**config.mk**
```make
export PLATFORM = sky130hd
export DESIGN_NAME = replicated_cnt_fanout
export DESIGN_NICKNAME = d
export VERILOG_FILES = /design/src/rtl/replicated_cnt_fanout_pkg.sv /design/src/rtl/replicated_cnt_fanout_cell.sv /design/src/rtl/replicated_cnt_fanout.sv
export SDC_FILE = /design/constraint.sdc
export NUM_CORES = 1
export LEC_CHECK = 0
export ABC_AREA = 1
export ABC_CLOCK_PERIOD_IN_PS = 3350
export CORE_MARGIN = 2
export CORE_UTILIZATION = 53
export CTS_CLUSTER_SIZE = 8
export DETAILED_ROUTE_END_ITERATION = 16
export PLACE_DENSITY = 0.9
export SYNTH_ARGS = -nofsm -noshare
export SYNTH_HDL_FRONTEND = slang
export SYNTH_HIERARCHICAL = 1
export SYNTH_SLANG_ARGS = --single-unit
```
**constraint.sdc**
```tcl
create_clock -name clk -period 3.35 [get_ports clk]
set_input_delay 0.67 -clock clk [delete_from_list [all_inputs] [get_ports clk]]
set_output_delay 0.67 -clock clk [all_outputs]
set_load 0.01 [all_outputs]
```
**src/rtl/replicated_cnt_fanout_pkg.sv**
```systemverilog
// Shared configuration and helpers for the replicated modulo counter.
//   DEF_*        default parameter values for the counter and its replicas
//   clog2        ceiling log2, used to size the inject index ports
//   maj_vote     bitwise majority across up to MAX_COPIES replicas
package replicated_cnt_fanout_pkg;

  localparam int unsigned DEF_WIDTH     = 4;
  localparam int unsigned DEF_COPIES    = 3;
  localparam int unsigned DEF_MAX       = 9;
  localparam int unsigned DEF_RESET_VAL = 0;

  // Upper bounds the voter function is sized for.
  localparam int unsigned MAX_WIDTH  = 16;
  localparam int unsigned MAX_COPIES = 7;
  localparam int unsigned VW         = MAX_COPIES * MAX_WIDTH;

  // Ceiling log2; returns 0 for v <= 1.
  function automatic int unsigned clog2(input int unsigned v);
    int unsigned r;
    r = 0;
    for (int unsigned i = 0; i < 32; i++) begin
      if ((64'(1) << i) < 64'(v)) r = i + 1;
    end
    return r;
  endfunction

  localparam int unsigned DEF_CW = clog2(DEF_COPIES);
  localparam int unsigned DEF_BW = clog2(DEF_WIDTH);

  // Bitwise majority: replica c occupies reps[c*width +: width].
  function automatic logic [MAX_WIDTH-1:0] maj_vote(input logic [VW-1:0] reps,
                                                     input int unsigned copies,
                                                     input int unsigned width);
    logic [MAX_WIDTH-1:0] v;
    int unsigned          cnt;
    v = '0;
    for (int unsigned b = 0; b < MAX_WIDTH; b++) begin
      cnt = 0;
      for (int unsigned c = 0; c < MAX_COPIES; c++) begin
        if (c < copies && b < width) cnt += 32'(reps[c * width + b]);
      end
      v[b] = (cnt > copies / 2);
    end
    return v;
  endfunction

endpackage

```
**src/rtl/replicated_cnt_fanout_cell.sv**
```systemverilog
// One counter replica: state flops, fault-inject XOR and compare-to-vote.
//   clk, reset_n   clock, async active-low reset
//   i_nxt          shared next state from the voter
//   i_inj_*        fault inject request (flip one bit when index matches IDX)
//   i_vote         current majority value
//   o_q            this replica's state (registered)
//   o_diff_c       replica disagrees with the vote (combinational)
module replicated_cnt_fanout_cell
  import replicated_cnt_fanout_pkg::*;
#(
  parameter int unsigned WIDTH     = DEF_WIDTH,
  parameter int unsigned RESET_VAL = DEF_RESET_VAL,
  parameter int unsigned IDX       = 0,
  parameter int unsigned CW        = DEF_CW,
  parameter int unsigned BW        = DEF_BW
) (
  input  logic             clk,
  input  logic             reset_n,
  input  logic [WIDTH-1:0] i_nxt,
  input  logic             i_inj_en,
  input  logic [CW-1:0]    i_inj_copy,
  input  logic [BW-1:0]    i_inj_bit,
  input  logic [WIDTH-1:0] i_vote,
  output logic [WIDTH-1:0] o_q,
  output logic             o_diff_c
);

  // Replicas must stay physically distinct so each can drive its own fanout.
  (* keep = "true", dont_merge = "true", dont_touch = "true" *)
  logic [WIDTH-1:0] r_q;
  logic [WIDTH-1:0] w_flip;

  // Out-of-range copy indices never equal IDX; out-of-range bits are masked.
  always_comb begin
    w_flip = '0;
    if (i_inj_en && i_inj_copy == CW'(IDX) && 32'(i_inj_bit) < WIDTH)
      w_flip = WIDTH'(1) << i_inj_bit;
  end

  always_ff @(posedge clk or negedge reset_n) begin
    if (!reset_n) r_q <= WIDTH'(RESET_VAL);
    else          r_q <= i_nxt ^ w_flip;
  end

  assign o_q      = r_q;
  assign o_diff_c = (r_q != i_vote);

endmodule

```
**src/rtl/replicated_cnt_fanout.sv**
```systemverilog
// Modulo-MAX up-counter with COPIES replicated, self-correcting state registers.
//   clk, reset_n      clock, async active-low reset
//   en, load, load_val  count enable / synchronous load (load wins)
//   err_clr           clears sticky error flags (a new mismatch wins)
//   inj_en/copy/bit   fault inject into one replica bit
//   q_rep             raw replica values, replica i at [i*WIDTH +: WIDTH]
//   q_vote, tc, mismatch  combinational vote, terminal count, disagreement
//   err_sticky, err_copy  registered sticky error flags
module replicated_cnt_fanout
  import replicated_cnt_fanout_pkg::*;
#(
  parameter  int unsigned WIDTH     = DEF_WIDTH,
  parameter  int unsigned COPIES    = DEF_COPIES,
  parameter  int unsigned MAX       = DEF_MAX,
  parameter  int unsigned RESET_VAL = DEF_RESET_VAL,
  localparam int unsigned CW        = clog2(COPIES),
  localparam int unsigned BW        = clog2(WIDTH)
) (
  input  logic                    clk,
  input  logic                    reset_n,
  input  logic                    en,
  input  logic                    load,
  input  logic [WIDTH-1:0]        load_val,
  input  logic                    err_clr,
  input  logic                    inj_en,
  input  logic [CW-1:0]           inj_copy,
  input  logic [BW-1:0]           inj_bit,
  output logic [COPIES*WIDTH-1:0] q_rep,
  output logic [WIDTH-1:0]        q_vote,
  output logic                    tc,
  output logic                    mismatch,
  output logic                    err_sticky,
  output logic [COPIES-1:0]       err_copy
);

  logic [COPIES*WIDTH-1:0] w_rep;
  logic [COPIES-1:0]       w_diff;
  logic [WIDTH-1:0]        w_vote;
  logic [WIDTH-1:0]        w_nxt;
  logic                    r_err_sticky;
  logic [COPIES-1:0]       r_err_copy;

  // Voter: the only path from replica state back into the shared next state.
  assign w_vote = WIDTH'(maj_vote(VW'(w_rep), COPIES, WIDTH));

  // Values above MAX (only reachable by load) wrap to 0 on the next count.
  always_comb begin
    w_nxt = w_vote;
    if (load)    w_nxt = load_val;
    else if (en) w_nxt = (w_vote >= WIDTH'(MAX)) ? '0 : w_vote + WIDTH'(1);
  end

  for (genvar i = 0; i < COPIES; i++) begin : g_rep
    replicated_cnt_fanout_cell #(
      .WIDTH     (WIDTH),
      .RESET_VAL (RESET_VAL),
      .IDX       (i),
      .CW        (CW),
      .BW        (BW)
    ) u_cell (
      .clk        (clk),
      .reset_n    (reset_n),
      .i_nxt      (w_nxt),
      .i_inj_en   (inj_en),
      .i_inj_copy (inj_copy),
      .i_inj_bit  (inj_bit),
      .i_vote     (w_vote),
      .o_q        (w_rep[i*WIDTH +: WIDTH]),
      .o_diff_c   (w_diff[i])
    );
  end

  // Sticky error log; a fresh mismatch overrides a simultaneous clear.
  always_ff @(posedge clk or negedge reset_n) begin
    if (!reset_n) begin
      r_err_sticky <= 1'b0;
      r_err_copy   <= '0;
    end else begin
      r_err_sticky <= (|w_diff) | (r_err_sticky & ~err_clr);
      r_err_copy   <= w_diff | (r_err_copy & ~{COPIES{err_clr}});
    end
  end

  assign q_rep      = w_rep;
  assign q_vote     = w_vote;
  assign tc         = (w_vote == WIDTH'(MAX));
  assign mismatch   = |w_diff;
  assign err_sticky = r_err_sticky;
  assign err_copy   = r_err_copy;

endmodule
```
==> impl_metrics.csv, run 1 <==
group,metric,value,unit
floorplanning,row_count,19,
timing,rsz0062_at_grt,"no",
clocking,numCtsBuffers,3,
cells_and_area,nNetsFinal,297,
timing,max-slew-margin-rel,52.8,%
clocking,cts_tree,"done",
timing,timing.final.crit_period,2.98,ns
synthesis,synth_nets,270,
floorplanning,initial_core_util,54.9,%
cells_and_area,fin_cells,306,
cells_and_area,finish.utilization,67.1,%
synthesis,synth-xor-area-share,0.589,%
clocking,hold_buffers,0,
pwr,ir_worst_vdd,0.408,mV
clocking,clkSlewWorstSetupHoldPaths,0.10,ns
synthesis,synth-main-ff-cell,"dfrtp_1",
clocking,cts_buffer_depth,2,
cells_and_area,final_common_cell,"nand2_1",
hold_path,min_path_type,"register to register",
routing,dr.pass1.iters,4,
routing,vias,1487,
clocking,insertion_delay,0.29,ns
synthesis,async_reset_ff_share,100,%
critical_path,cp_max_fo,11,
global_route,grt_overflow_total,0,
critical_path,worstSetupPathType,"register to output port",
placed_design,pre_cts_slack,0.680,ns
timing,drv_slew,0,
outcome,status,"completed",
routing,drc,0,
cells_and_area,drive_above_1_share,6.55,%
critical_path,worstSetupStartpointType,"register",
synthesis,ys_seq_elements,16,
synthesis,netlist_instances,249,
floorplanning,die_area,0.00325,sq mm
timing,tns,0,ns
cells_and_area,n_antenna_cell,0,
synthesis,yosys.area_share.simple,40.8,%
floorplanning,dieWidth,57.0,microns
cells_and_area,area_growth_syn_to_layout,22.2,%
synthesis,synth_mux_area_share,0,%
clocking,ctsHtreeMaxLevel,1,
clocking,cts_setup_buffers,0,
routing,avgViaCountPerCell,4.86,
global_route,grt_first_pass_wirelength,5480,microns
synthesis,synth_top_family_by_area,"simple AND/OR/NAND/NOR gates",
synthesis,netlist_area,0.00149,sq mm
timing,tightest_slew,0.706,ns
placed_design,gp_congestion,0.851,
synthesis,synth_adder_area_share,5.89,%
routing,wl_per_cell,10.7,microns
timing,setup_ws,0.370,ns
pwr,p_per_area,609,mW/mm^2
synthesis,avgSynthCellArea,5.97,sq um
global_route,grt_pass1_vias,1324,
run,maxCapViolations,0,
routing,drt-total-wl,3270,microns
pwr,p_leak,1.06,nW
global_route,grtUsageTotal,21.2,%
timing,max_freq,0.336,GHz
cells_and_area,final_cell_mix,"nand2_1 (91), inv_1 (61), clkdlybuf4s50_1 (35)",
timing,finalSetupViolations,0,
timing,finalHoldViolations,0,
critical_path,cp.required,2.68,ns
clocking,clock-root-buffer,"clkbuf_4",
synthesis,yosys_warnings,6,
clocking,cts_resized,0,
synthesis,synth_compound_area_share,3.78,%
synthesis,synth.distinct_cells,21,
global_route,antenna_found_initial,0,
placed_design,dpl.cell_count,302,
floorplanning,coreArea,0.00271,sq mm
floorplanning,ioPinCount,36,
routing,drtIter0Drc,52,
critical_path,cp.arrival,2.31,ns
cells_and_area,fill_cells,240,
placed_design,port_buffers,35,
pwr,total_power,1.11,mW
clocking,clock-sinks,16,
timing,finalClockSkew,0.00472,ns
synthesis,synth_edf_count,0,
floorplanning,die_h,57.0,microns
routing,ant_nets,0,
critical_path,setup.worst_path.end_class,"output port",
synthesis,synth_seq_area_share,26.9,%
placed_design,dp_hpwl,2580,microns
global_route,grt_max_degree,17,
timing,post-route-period-util,89.0,%
[report_power, final]
part / total, mW / internal, mW / switching, mW
sequential: 0.292 / 0.241 / 0.0510
clock: 0.128 / 0.0662 / 0.0618
combinational: 0.688 / 0.291 / 0.396
[final cells by class]
cell class / instances / area (sq um) / share of cell area, %
tap: 31 / 38.8 / 2.13
clock buffer: 4 / 36.3 / 2.00
multi-input combinational: 158 / 759 / 41.8
timing repair buffer: 35 / 350 / 19.3
inverter: 62 / 233 / 12.8
sequential: 16 / 400 / 22.0
[routing by layer]
metal / up-vias / routed length, microns / global-route usage [%]
met5: - / 0 / 0
met4: 0 / 36 / 9.63
met3: 4 / 104 / 2.95
met2: 28 / 1630 / 36.3
met1: 690 / 1500 / 26.5
li1: 765 / - / -
[metrics by stage]
| step | area [sq um] | hold WS [ns] |
|---|---|---|
| 3_5_place_dp | 1780 | 0.517 |
| 4_1_cts | 1820 | 0.536 |
| 6_report | 1820 | 0.531 |
| 2_1_floorplan | 1490 | 0.374 |
| 3_3_place_gp | 1780 | 0.518 |
| 5_1_grt | 1820 | 0.561 |
[cells by family (layout without fill, tap and decap cells)]
group,count (synthesis),in the layout
adders and majority gates,7,7
xor gates and xnor gates,1,1
DFF,16,16
AOI/OAI and AO/OA,10,10
buffers and inverters,75,101
and+or+nand+nor,140,140
[Yosys cell counts (2+ instances only)]
library cell / n / area, sq um
a21oi_1: 2 / 10.0
buf_4: 12 / 90.1
dfrtp_1: 16 / 400
ha_1: 7 / 87.6
inv_1: 61 / 229
nand2_1: 91 / 342
nand2_2: 6 / 37.5
nand3_1: 14 / 70.1
nand4_1: 4 / 25.0
nor2_1: 19 / 71.3
nor2_4: 3 / 33.8
o21ai_0: 3 / 15.0
o21ai_1: 3 / 15.0
[path summary, 6_finish.rpt]
kind,from,to,slack [ns],cells past startpoint
max in group asynchronous,reset_n,g_rep[2].u_cell/o_q[1],2.11,1
min in group asynchronous,reset_n,g_rep[2].u_cell/o_q[0],0.80,1
hold / removal,err_copy[2],err_copy[2],0.53,2
setup / recovery,g_rep[0].u_cell/o_q[3],mismatch,0.37,11
hold reg to reg,err_copy[2],err_copy[2],0.53,2
setup reg to reg,g_rep[0].u_cell/o_q[1],g_rep[1].u_cell/o_q[1],0.98,13
[registers in the layout, indices dropped and copies added, names as in the netlist]
| name | cells |
|---|---|
| g_rep.u_cell/o_q | 12 |
| err_copy | 3 |
| err_sticky | 1 |
[critical path, cell delays in order (launching register included)]
cell,delay [ns]
dfrtp_1,0.42
ha_1,0.32
a21oi_2,0.18
inv_2,0.12
inv_1,0.07
nand2_1,0.04
nand2_1,0.07
nor2_1,0.05
nand2_1,0.08
inv_1,0.06
nand3_1,0.09
clkdlybuf4s50_1,0.53
Note: power is estimated with default switching activity, not from simulation.
==> inputs of run 2 (changes only) <==
--- a/config.mk
+++ b/config.mk
@@ -11,6 +11,7 @@
 export CORE_UTILIZATION = 53
 export CTS_CLUSTER_SIZE = 8
 export DETAILED_ROUTE_END_ITERATION = 16
+export HOLD_SLACK_MARGIN = 0.1
 export PLACE_DENSITY = 0.9
 export SYNTH_ARGS = -nofsm -noshare
 export SYNTH_HDL_FRONTEND = slang
==> results of run 2 <==
Same layout as run 1: the final DEF is identical, and so are final timing and power.
